$ cat src/rtl/cmp_share_arbiter.sv
// Shares one 32-bit not-equal comparator between two requesters behind a one-deep result buffer.
// Define CMP_FIXED_PRIO_EN to give requester 0 fixed priority instead of round-robin.
module cmp_share_arbiter #(
  parameter int TAG_W = 4
) (
  input  logic             clock,
  input  logic             reset,
  input  logic             req0_valid,
  output logic             req0_ready,
  input  logic [31:0]      req0_a,
  input  logic [31:0]      req0_b,
  input  logic [TAG_W-1:0] req0_tag,
  input  logic             req1_valid,
  output logic             req1_ready,
  input  logic [31:0]      req1_a,
  input  logic [31:0]      req1_b,
  input  logic [TAG_W-1:0] req1_tag,
  output logic             resp_valid,
  input  logic             resp_ready,
  output logic             resp_neq,
  output logic             resp_src,
  output logic [TAG_W-1:0] resp_tag
);

  logic             slot_free;
  logic             sel;
  logic             accept;
  logic [31:0]      op_a;
  logic [31:0]      op_b;
  logic [TAG_W-1:0] op_tag;
  logic             neq;

`ifndef CMP_FIXED_PRIO_EN
  logic last_grant;
`endif

  assign slot_free = !resp_valid || resp_ready;

  // sel picks the winner from the valids alone, so ready never depends on operands.
`ifdef CMP_FIXED_PRIO_EN
  assign sel = !req0_valid;
`else
  assign sel = (req0_valid && req1_valid) ? !last_grant : !req0_valid;
`endif

  assign req0_ready = slot_free && req0_valid && !sel;
  assign req1_ready = slot_free && req1_valid && sel;
  assign accept     = req0_ready || req1_ready;

  assign op_a   = sel ? req1_a   : req0_a;
  assign op_b   = sel ? req1_b   : req0_b;
  assign op_tag = sel ? req1_tag : req0_tag;
  assign neq    = |(op_a ^ op_b);

  always_ff @(posedge clock) begin
    if (reset) begin
      resp_valid <= 1'b0;
      resp_neq   <= 1'b0;
      resp_src   <= 1'b0;
      resp_tag   <= '0;
    end else if (accept) begin
      resp_valid <= 1'b1;
      resp_neq   <= neq;
      resp_src   <= sel;
      resp_tag   <= op_tag;
    end else if (resp_ready) begin
      resp_valid <= 1'b0;
    end
  end

`ifndef CMP_FIXED_PRIO_EN
  // Reset to 1 so requester 0 wins the first contention.
  always_ff @(posedge clock) begin
    if (reset) begin
      last_grant <= 1'b1;
    end else if (accept) begin
      last_grant <= sel;
    end
  end
`endif

endmodule

$ cat config.mk
export PLATFORM = sky130hd
export DESIGN_NAME = cmp_share_arbiter
export DESIGN_NICKNAME = d
export VERILOG_FILES = /design/src/rtl/cmp_share_arbiter.sv
export SDC_FILE = /design/constraint.sdc
export NUM_CORES = 1
export LEC_CHECK = 0
export BUFFER_PORTS_ARGS = -buffer_cell sky130_fd_sc_hd__buf_2
export CAP_MARGIN = 10
export CORE_ASPECT_RATIO = 2
export CORE_MARGIN = 2
export CORE_UTILIZATION = 33
export CTS_CLUSTER_SIZE = 14
export DETAILED_ROUTE_END_ITERATION = 7
export PLACE_DENSITY = 0.92
export RECOVER_POWER = 25
export SYNTH_ARGS = -nofsm -noshare
export SYNTH_HDL_FRONTEND = slang
export SYNTH_SLANG_ARGS = --single-unit
$ cat constraint.sdc
create_clock -name clock -period 3.6 [get_ports clock]
set_clock_uncertainty 0.15 [all_clocks]
set_input_delay 0.54 -clock clock [delete_from_list [all_inputs] [get_ports clock]]
set_output_delay 0.54 -clock clock [all_outputs]
set_load 0.005 [all_outputs]
==> metrics.md <==
| Metric | Value |
|---|---|
| Fmax | about 480 MHz |
| Clock sinks | 8 |
| Sw Pwr | ~0.00012 W |
| CTS buffer count | 3 |
| Largest net degree at the start of global routing | 12 |
| Initial antenna violation count | 0 |
| Avg Cell Area, Syn | approximately 8.5 µm² |
| Fin. max-slew vios | 0 |
| Final hold viol count | 0 |
| Final period util | between 50% and 60% |
| Share of post-route cells with drive strength above 1 | 56.9% |
| Register area | about 160 µm² |
| Worst slew pin tran | ~0.30 ns |
| Leading area contributor after synthesis | xor2_1 |
| Synth warnings | 0 |
| Routability congestion estimate | 0.750 |
| Area of the multi-input gates | approximately 890 µm² |
| DIE HEIGHT | 84.3 µm |
| Setup slack on the worst flop-to-flop path | between 2 and 2.5 ns |
| Worst endpoint required time | approximately 2.9 ns |
| Die area | 3720 µm² |
| Hold Path Depth | 2 |
| Setup tns final | 0 ns |
| I/O pin cnt | 150 |
| Status | complete, no violations |
| Final wirelength | around 3600 µm |
| Routed wire per std cell | around 12 µm |
| CTS tree | built |
| Register area share after synthesis | approximately 15% |
| Initial DRC Count | 11 |
| Combinational cell fraction of total power | 46.6% |
| Slowest-stage cell, CP | o21a_2 |
| Syn Inst Count | about 130 |
| Max-cap check violation count | 0 |
| R2R cell count | 5 |
| #FFs+latches synth | 8 |
| Vias in the first global route | approximately 1,500 |
| Worst VDD drop | 0.133 mV |
| Reg2reg end | resp_neq |
| Synth area leaders | xor2_1 51%, dfxtp_1 15%, nor4_1 8.2%, mux2i_1 4.7%, a211oi_1 3.5% |
| Hold_buf cts | 0 |
| DRT Pass-1 Iters | 4 |
| Global-route wire length before repair | 5490 µm |
| CP startpoint | resp_ready |
| CTS Root Cell | clkbuf_8 |
| Pwr dens | between 200 and 250 nW/µm² |
| Slowest stage delay, CP | between 0.2 and 0.25 ns |
| Reg2reg start | resp_valid |
| Clock buffer depth | 2 |
| Layout area overhead | 76.7% |
| Die span in x | 44.2 µm |
| CTS clk-pin slew, worst paths | around 0.040 ns |
| Row count | 29 |
| Most frequent CP cell | buf_2 |
| Crit path to | req1_ready |
| Fin nets | 419 |
| Core area | ~3100 µm² |
| FILL cells | 306 |
| PortBufs | ~150 |
| Hold Worst Slack | 0.334 ns |
| Sw frac | between 20% and 30% |
| DRC errors left | 0 |
| Crit Path Max Fanout | 11 |
| Clk pwr share | between 20% and 30% |
| ANT nets after route | 0 |
| Total GRT Usage | between 15 and 20% |
| Post-layout minimum cycle time | between 2 and 2.5 ns |
| H-tree Lvls | 1 |
| Via count | around 1,500 |
| Post-CTS Resized | 0 |
| Starting Density | between 30% and 40% |
| Unrepaired setup endpoints after global routing | false |
| Via density | roughly 4.9 |
| Internal Power | roughly 0.00027 W |
| Clk Latency, worst-skew pair | 0.23 ns |
| HP Class | reg2reg |
| Critical Path AT | ~1.4 ns |
| Post-synth top area share | 51.0% |
| Final Setup Violations | 0 |
| Critical path class | in2out |
| Distinct cells, synth | 22 |
| Relative slew slack | between 70% and 80% |
| Leak | around 1.0 nW |
| Startpoint Class | primary input |
| Syn nets | roughly 270 |
| Post-detail-place hpwl | ~3500 µm |
| Flop pwr share | about a quarter |
| Endpoint class of the critical path | primary output |
| Mapped Area | about 1100 µm² |
| Critical path cell sequence | buf_2 -> nand2b_1 -> o21a_2 -> and2_2 -> buf_2 |
| Post-CTS Setup Inserts | 0 |
| ANT cells | 0 |
| Total gr overflow | 0 |
| Hold Crit Start | resp_neq |
[worst max-delay path, delay by kind of cell]
family,cells,cell delay (ns)
compound gates,1,0.22
buf+inv,2,0.21
simple gates,2,0.42
[per-stage QoR]
stage	power, W	cell area (µm²)	utilization (%)	setup WS [ns]	cells
floorplan	0.000178	1060	-	1.69	126
detailed placement	0.000286	1840	59.0	1.52	304
CTS	0.000392	1880	60.3	1.52	307
finish	0.000389	1880	60.3	1.52	307
global placement	0.000278	1840	59.0	1.54	304
global route	0.000413	1880	60.3	1.46	307
[synth_stat cells]
master and number:
xor2_1 62, nor4_1 14, nor2_1 9, dfxtp_1 8, a211oi_1 5, mux2i_1 5, nand4_1 4, a21oi_1 3
nand3_1 2, xnor2_1 2, a31oi_1 1, and2_2 1, buf_2 1, clkbuf_1 1, inv_2 1, nand2b_1 1
nor3_1 1, o211a_1 1, o21a_2 1, o21ai_4 1, o22ai_1 1, or2_2 1
[state kept, by name, indices dropped and copies added, names as in the netlist]
name        cells
resp_neq        1
resp_valid      1
resp_tag        4
resp_src        1
last_grant      1
[final cells by class]
type / instances / area share, %
multi-input cells: 115 / 47.4
repair buffers: 149 / 39.6
flip-flops and latches: 8 / 8.51
clock buffers: 3 / 2.19
well taps: 31 / 2.06
inverters: 1 / 0.199
[per-layer routing]
layer | vias up | wire length, µm | track usage (%) | part of all wire [%]
met2 | 89 | 2190 | 38.2 | 60
met4 | 0 | 78 | 6.61 | 2.1
met5 | - | 0 | 0 | 0
li1 | 740 | - | - | -
met1 | 654 | 1110 | 16.2 | 30
met3 | 12 | 269 | 2.15 | 7.4
[power by group through the flow]
stage | sequential (W) | clock, W | combinational, W
after global placement | 0.000102 | 0 | 0.000176
after detailed placement | 0.000103 | 0 | 0.000183
after CTS | 0.000101 | 0.000107 | 0.000184
final | 0.000101 | 0.000107 | 0.000181
after floorplan | 0.000103 | 0 | 0.0000746
after global routing | 0.000102 | 0.000110 | 0.000200
[worst min-delay path by stage]
stage | endpoint | slack (ns)
floorplan | resp_neq | 0.34
global placement | resp_neq | 0.33
detailed placement | resp_neq | 0.33
CTS | resp_neq | 0.34
global route | resp_neq | 0.35
finish | resp_neq | 0.33
[kinds of logic after synthesis]
logic type | count (synthesis) | share of synthesized area, %
simple gates | 33 | 17.0
compound gates | 13 | 9.40
xor+xnor | 64 | 52.6
mux | 5 | 4.70
flops | 8 | 15.0
buf+inv | 3 | 1.17
[placed cells by master, fill, tap and decap left out]
cell	netlist	final
dfxtp_1	8	8
xnor2_1	2	2
o21a_2	1	1
o21ai_4	1	1
nor3_1	1	1
mux2i_1	5	5
o211a_1	1	1
inv_2	1	1
or2_2	1	1
nand3_1	2	2
a211oi_1	5	5
nand4_1	4	4
clkbuf_8	0	3
o22ai_1	1	1
xor2_1	62	62
nor4_1	14	14
and2_2	1	1
a21oi_1	3	3
buf_2	1	149
nor2_1	9	9
nand2b_1	1	1
a31oi_1	1	1
Note: power is estimated with default switching activity, not from simulation.
